--- src/rtl/contrast_stretch_axis.sv ---
// contrast_stretch_axis: per-frame linear contrast stretch on AXI4-Stream, coefficients from previous frame's min/max
module contrast_stretch_axis #(
  parameter int DATA_WIDTH = 8,
  parameter int FRAC_BITS  = 8
) (
  input  logic                  i_sys_clk,
  input  logic                  i_sys_aresetn,
  input  logic [DATA_WIDTH-1:0] contrast_threshold_param,
  input  logic [DATA_WIDTH-1:0] binary_threshold_param,
  input  logic                  thresholding_en,
  input  logic [DATA_WIDTH-1:0] s_axis_tdata,
  input  logic                  s_axis_tvalid,
  input  logic                  s_axis_tuser,
  input  logic                  s_axis_tlast,
  output logic                  s_axis_tready,
  output logic [DATA_WIDTH-1:0] m_axis_tdata,
  output logic                  m_axis_tvalid,
  output logic                  m_axis_tuser,
  output logic                  m_axis_tlast,
  input  logic                  m_axis_tready,
  output logic [DATA_WIDTH-1:0] frame_min,
  output logic [DATA_WIDTH-1:0] frame_max
);
  localparam int W  = DATA_WIDTH;
  localparam int F  = FRAC_BITS;
  localparam int N  = W + F;
  localparam int P  = 2 * W + F;
  localparam int P1 = P + 1;
  localparam int CW = $clog2(N);
  localparam logic [N-1:0] ONE  = N'(1) << F;
  localparam logic [N-1:0] DVD  = {{W{1'b1}}, {F{1'b0}}};
  localparam logic [P:0]   HALF = P1'(1) << (F - 1);
  localparam logic [P:0]   MAXV = P1'({W{1'b1}});

  typedef enum logic [1:0] {RUN, DIV, COMMIT} state_t;
  state_t state, state_nx;

  logic          en, stall, accept, frame_seen, coef_fresh, last_div, ge, ident;
  logic [W-1:0]  run_min, run_max, range, rem, rem_sub, min_c;
  logic [W:0]    rem_sh;
  logic [N-1:0]  quo, scale;
  logic [CW-1:0] cnt;

  assign en            = !m_axis_tvalid | m_axis_tready;
  assign stall         = s_axis_tvalid & s_axis_tuser & frame_seen & !coef_fresh;
  assign s_axis_tready = i_sys_aresetn & en & (state == RUN) & !stall;
  assign accept        = s_axis_tvalid & s_axis_tready;
  assign last_div      = cnt == CW'(N - 1);
  assign rem_sh        = {rem, quo[N-1]};
  assign ge            = rem_sh >= {1'b0, range};
  assign rem_sub       = rem_sh[W-1:0] - range;
  assign ident         = (range < contrast_threshold_param) || (range == '0);

  always_comb begin
    state_nx = state;
    if (state == RUN && stall) state_nx = DIV;
    else if (state == DIV && last_div) state_nx = COMMIT;
    else if (state == COMMIT) state_nx = RUN;
  end

  always_ff @(posedge i_sys_clk) begin
    if (!i_sys_aresetn) begin
      state      <= RUN;
      frame_seen <= 1'b0;
      coef_fresh <= 1'b0;
      run_min    <= '0;
      run_max    <= '0;
      range      <= '0;
      rem        <= '0;
      quo        <= '0;
      cnt        <= '0;
      min_c      <= '0;
      scale      <= ONE;
      frame_min  <= '0;
      frame_max  <= '0;
    end else begin
      state <= state_nx;
      if (accept) begin
        run_min    <= (s_axis_tuser || s_axis_tdata < run_min) ? s_axis_tdata : run_min;
        run_max    <= (s_axis_tuser || s_axis_tdata > run_max) ? s_axis_tdata : run_max;
        frame_seen <= 1'b1;
        coef_fresh <= 1'b0;
      end
      if (state == RUN && stall) begin
        range <= run_max - run_min;
        rem   <= '0;
        quo   <= DVD;
        cnt   <= '0;
      end
      // restoring divide: quotient bits shift in as the dividend shifts out
      if (state == DIV) begin
        rem <= ge ? rem_sub : rem_sh[W-1:0];
        quo <= {quo[N-2:0], ge};
        cnt <= cnt + 1'b1;
      end
      if (state == COMMIT) begin
        min_c      <= ident ? '0 : run_min;
        scale      <= ident ? ONE : quo;
        frame_min  <= run_min;
        frame_max  <= run_max;
        coef_fresh <= 1'b1;
      end
    end
  end

  logic         v1, u1, l1, v2, u2, l2;
  logic [W-1:0] d1, y_sat, y;
  logic [N-1:0] sc1;
  logic [P-1:0] prod2;
  logic [P:0]   rnd, shf;

  assign rnd   = {1'b0, prod2} + HALF;
  assign shf   = rnd >> F;
  assign y_sat = (shf > MAXV) ? '1 : shf[W-1:0];
  assign y     = thresholding_en ? {W{y_sat >= binary_threshold_param}} : y_sat;

  // each stage carries its own scale so a COMMIT never touches pixels in flight
  always_ff @(posedge i_sys_clk) begin
    if (!i_sys_aresetn) begin
      v1            <= 1'b0;
      u1            <= 1'b0;
      l1            <= 1'b0;
      d1            <= '0;
      sc1           <= ONE;
      v2            <= 1'b0;
      u2            <= 1'b0;
      l2            <= 1'b0;
      prod2         <= '0;
      m_axis_tvalid <= 1'b0;
      m_axis_tuser  <= 1'b0;
      m_axis_tlast  <= 1'b0;
      m_axis_tdata  <= '0;
    end else if (en) begin
      v1            <= accept;
      u1            <= accept & s_axis_tuser;
      l1            <= accept & s_axis_tlast;
      d1            <= (s_axis_tdata > min_c) ? s_axis_tdata - min_c : '0;
      sc1           <= scale;
      v2            <= v1;
      u2            <= u1;
      l2            <= l1;
      prod2         <= P'(d1) * P'(sc1);
      m_axis_tvalid <= v2;
      m_axis_tuser  <= u2;
      m_axis_tlast  <= l2;
      m_axis_tdata  <= y;
    end
  end
endmodule

--- config.mk ---
export PLATFORM = sky130hd
export DESIGN_NAME = contrast_stretch_axis
export DESIGN_NICKNAME = d
export VERILOG_FILES = /design/src/rtl/contrast_stretch_axis.sv
export SDC_FILE = /design/constraint.sdc
export NUM_CORES = 1
export LEC_CHECK = 0
export BUFFER_PORTS_ARGS = -buffer_cell sky130_fd_sc_hd__clkbuf_2
export CORE_MARGIN = 1
export CORE_UTILIZATION = 30
export CTS_CLUSTER_DIAMETER = 30
export CTS_CLUSTER_SIZE = 8
export DETAILED_ROUTE_END_ITERATION = 8
export SYNTH_ARGS = -nofsm -noshare
export SYNTH_HDL_FRONTEND = slang
export SYNTH_SLANG_ARGS = --single-unit
--- constraint.sdc ---
create_clock -name i_sys_clk -period 6.2 [get_ports i_sys_clk]
set_input_delay 0 -clock i_sys_clk [delete_from_list [all_inputs] [get_ports i_sys_clk]]
set_output_delay 0 -clock i_sys_clk [all_outputs]
set_load 0.01 [all_outputs]
; Word level (Yosys, flattened, before mapping)
; Cells that the tools add are included.
[totals]
regBits = 161
inputBits = 31
output_inout_bits = 28
word_cells = 88
[classes]
add_sub_neg = 5
mul = 1
magnitude_cmp = 7
n_eq_ne = 3
muxes = 17
bitwise_logic = 11
reduce_logical = 17
[op_table]
columns = cell, n
row1 = $mux 8, 7
row2 = $mux 16, 3
row3 = $add 24x8->25 const B, 1
row4 = $mul 8x16->24, 1
row5 = $sub 8x8->8, 3
row6 = $gt 17x8->1 const B, 1
row7 = $gt 8x8->1, 2
row8 = $lt 8x8->1, 2
row9 = $and 1x1->1, 9
row10 = $ge 9x8->1, 1
row11 = $ge 8x8->1, 1
row12 = $logic_not 8->1, 1
row13 = $mux 4, 2
row14 = $reduce_bool 2->1, 3
row15 = $add 4x1->4 const B, 1
row16 = $eq 4x4->1 const B, 1
row17 = $mux 2, 2
row18 = $reduce_and 2->1, 2
row19 = $logic_not 1->1, 3
row20 = $logic_or 1x1->1, 3
row21 = $mux 1, 3
row22 = $reduce_bool 3->1, 1
row23 = $eq 2x1->1 const B, 1
row24 = $eq 2x2->1 const B, 1
row25 = other kinds (5), 6

; Depth between registers and ports, before layout
[depth]
ltp_word = 8
mapped_depth = 18
mapped_depth_nobuf = 17

; Worst setup path after synthesis
; No wires, ideal clock.
[synth_timing]
path_kind = reg2reg
startpoint = register d1[7]
endpoint = register prod2[21]
setup_time_ns = 0.117
arrival_time_ns = 4.660
required_time_ns = 6.083
setup_slack_ns = 1.423
path_stages_with_launch = 18
n_path_buf = 1
period_less_slack_ns = 4.777
cell_sequence = dfxtp_1 > clkbuf_1 > nand2_1 > fa_1 > fa_1 > inv_1 > fa_1 > inv_1 > fa_1 > inv_1 > ha_1 > o21ai_0 > a21oi_1 > a22oi_1 > o311ai_0 > nand2_1 > or3b_2 > a32o_1
[synth_via]
elab_chain_cells = 1
[synth_lines]
columns = item, line_no
row1 = from (decl), 107  ; logic [W-1:0] d1, y_sat, y;
row2 = from (signal assigned), 137  ; d1 <= (s_axis_tdata > min_c) ? s_axis_tdata - min_c : '0;
row3 = $mul 8x16->24, 142  ; prod2 <= P'(d1) * P'(sc1);
row4 = to (signal assigned), 142
row5 = to (decl), 109  ; logic [P-1:0] prod2;
; Every way passes these cells.
; A chain may end at the register's enable or synchronous reset.

; Final worst setup path
[layout_timing]
startpoint = register d1[3]
endpoint = register prod2[21]
; The elaborated chain is that of the path after synthesis.

==> flow_summary.toml <==
[drt]
firstDrtPassIters = 5
drtIter0Drc = 451
m1WireLength_mm = 13.34
postRouteAntennaNets = 0
wl_met3_mm = 1.073
route.met2.wl_mm = 13.49
vias = 9729
top_layer = "met4"
wirelength_mm = 28.62
vias_per_cell = 4.999
drt-wirelength-per-cell_um = 14.70
drc = 0

[layout]
syn_to_final_growth_pct = 12.95
fill_cells = 3986
drive_gt1_share_pct = 8.293
fin_util_pct = 34.52
layout.nets = 1635
instances_no_fill = 1946
diodes = 0

[synthesis]
synthFlopType = "dfxtp_1"
ys_ff_latch = 154
syn_area_per_cell_sq_um = 8.332
ys_types = 61
async_flop_share_pct = 0
ys_warn_count = 0
synth_edf_count = 0
ys_seq_area_share_pct = 26.66
syn-instance-count = 1388
synth_mux_area_share_pct = 1.309
synth_compound_area_share_pct = 16.15
synthSimpleGateAreaFrac_pct = 21.24
synth_xor_area_share_pct = 1.969
synth_top_family_by_area = "adder cells"
synth_adder_area_share_pct = 25.27
synth_nets = 1601
syn-cell-area_sq_mm = 0.01156

[critical_path]
path_buf_inv = 3
critPathCaptureType = "register"
cp_max_fo = 17
critPathTopFamily = "adder cells"
crit_slowest_cell = "dfxtp_1"
crit_required_ps = 6530
worst-setup-path-type = "register to register"
cp_slowest_stage_delay_ps = 690
path_cells = "nand2_1, fa_1, fa_1, inv_1, fa_1, inv_1, fa_1, inv_1, ha_1, o21ai_0, a21oi_1, a22oi_1, o311ai_0, nand2_1, or3b_2, a32o_1"
timing.critical_path.arrival_ps = 5670
critical_path.most_common_cell = "fa_1"
start_kind = "register"

[cts]
cts_max_level = 4
cts_tree = "built"
cts_resized = 0
clkSlewWorstSetupHoldPaths_ps = 70
clkLatencyLatePin_ps = 440
clockBufferDepth = 2
clock-root-buffer = "clkbuf_16"
numCtsBuffers = 17
clock_sinks = 154

[floorplan]
row_count = 71
fp.dieW_um = 198.3
io_pins = 59
die-area_sq_mm = 0.03934
fp.dieH_um = 198.3
initial_core_util_pct = 30.56
fp.coreArea_sq_mm = 0.03784

[power]
p_seq_share_pct = 42.9
p_leak_nw = 5.538
p_comb_share_pct = 12.7
max-vdd-ir-drop_mv = 0.1368
internal_power_mw = 1.749
switching_share_pct = 29.21
p_sw_mw = 0.7214
power.share.clock_pct = 44.4
power_density_mw_per_mm2 = 189.1

[timing]
fin_worst_skew_ps = 14.17
finalWorstSetupSlack_ps = 859.8
grt_setup_unrepaired = "no"
post-route-period-util_pct = 86.13
period_minus_slack_ps = 5340
setup_viol = 0
fin_hold_ws_ps = 158.9
fmax_ghz = 0.1873
hold_viol_final = 0
tightest_slew_ps = 1249
setup_tns_ps = 0
maxSlewViolCount = 0
relSlewSlack_pct = 15.67

[status]
status = "complete, no violations"

[placement]
dp.cells = 1904
io_buffer_count = 58
pre_cts_ws_ps = 883.6
dp_hpwl_mm = 21.00
gp_congestion = 0.8271

[global_route]
grt.total_usage_pct = 15.20
grt_pass1_wl_mm = 47.91
overflow = 0
grt_antenna_before_repair = 0
grt_max_degree = 61
first_global_vias = 9669

[hold_path]
hold_path.class = "input port to register"

[job]
maxCapViolCount = 0
[cell usage after synthesis, types with 6 or more instances]
master	n	area share [%]
xnor2_1	13	0.98
a31oi_1	7	0.38
a22oi_1	8	0.52
inv_1	161	5.2
a211o_1	8	0.61
nand3_1	57	2.5
nand4_1	31	1.7
o21a_1	11	0.71
fa_1	86	15
xor2_1	13	0.98
and2_1	94	5.1
a21oi_1	81	3.5
nor2b_1	9	0.49
o21ai_0	73	3.2
or3_1	6	0.32
a32oi_1	25	1.9
clkbuf_1	58	1.9
ha_1	96	10
nor3_1	18	0.78
dfxtp_1	154	27
and3_1	10	0.54
nor2_1	57	1.9
mux2i_1	14	1.2
nand2b_1	6	0.32
nand2_1	197	6.4
a21o_1	17	1.1
[worst paths after layout]
path | start | endpoint | slack, ps | cells after the start
worst max-delay path | d1[3] | prod2[21] | 860 | 16
worst min-delay path | contrast_threshold_param[6] | scale[8] | 160 | 6
worst min register to register | m_axis_tlast | m_axis_tlast | 450 | 2
worst max register to register | d1[3] | prod2[21] | 860 | 16
[cells in the final DEF (no fill, tap or decap), types with 4 or more instances in the layout]
cell           count
a32o_1             5
clkbuf_2          58
nor2b_1            8
or3_1              6
a21oi_1           81
inv_1            161
nand4_1           31
ha_1              96
xnor2_1           13
nand2b_1           6
fa_1              86
and2_1            94
o21ai_0           73
nor3_1            18
a21o_1            17
dlygate4sd3_1     10
a22o_1             4
a22oi_1            8
nand3_1           57
nor2_1            57
and3_1            10
a32oi_1           25
dfxtp_1          154
nand2_1          197
a211o_1            8
mux2i_1           14
buf_4             12
a211oi_1           4
inv_6              5
xor2_1            13
o211ai_1           5
o21a_1            11
o31ai_1            5
a31oi_1            7
clkbuf_16         17
[layer usage]
layer | vias up | global-route usage [%]
met5 | - | 0
met4 | 0 | 5.713
met3 | 38 | 2.453
met2 | 181 | 25.91
met1 | 4742 | 19.15
li1 | 4768 | -
[power by group through the flow]
stage	logic [mW]	clock network [mW]	registers [mW]
after global routing	0.357	1.15	1.06
after CTS	0.315	1.11	1.06
after floorplan	0.232	0	1.06
after detailed placement	0.308	0	1.08
final	0.314	1.10	1.06
after global placement	0.302	0	1.08
[cell type report]
cell class                      count  area (sq um)  area share (%)
Inverter                          162         608.1           4.655
Timing Repair Buffer               80         480.5           3.678
Clock buffer                       17         425.4           3.257
Tap cell                          511         639.4           4.895
Sequential cell                   154          3083           23.60
Clock inverter                     15         180.2           1.379
Multi-Input combinational cell   1007          7646           58.53
[cell families (layout without fill, tap and decap cells)]
group / Yosys count / in the layout
fa+ha+maj: 182 / 182
xor+xnor: 26 / 26
flops: 154 / 154
simple gates: 502 / 502
buf+inv: 227 / 274
mux: 15 / 15
compound gates: 282 / 282
[state kept, by name (all words and copies together), names as in the netlist, 2 cells and up]
| name | cells |
|---|---|
| sc1 | 16 |
| run_max | 8 |
| frame_min | 8 |
| min_c | 8 |
| scale | 16 |
| run_min | 8 |
| state | 2 |
| d1 | 8 |
| cnt | 4 |
| m_axis_tdata | 8 |
| rem | 8 |
| range | 8 |
| prod2 | 17 |
| quo | 16 |
| frame_max | 8 |
[through the flow]
stage          total power [mW]  area (sq um)
3_5_place_dp              1.390         12360
5_1_grt                   2.571         13060
6_report                  2.470         13060
3_3_place_gp              1.383         12360
4_1_cts                   2.489         13060
2_1_floorplan             1.292         11560
[worst min-delay path: cells and delay by family]
| family | cells | cell delay (ps) |
|---|---|---|
| AO/OA/AOI/OAI | 3 | 310 |
| buffers and inverters | 2 | 130 |
| adder cells (fa/ha/maj) | 1 | 130 |
[what timing repair did]
item,CTS,global route
buffers inserted,0,0
endpoints found under the hold margin,18,0
hold buffers,10,0
setup endpoints to repair,0,0
Power figures use the tool's default switching activity.
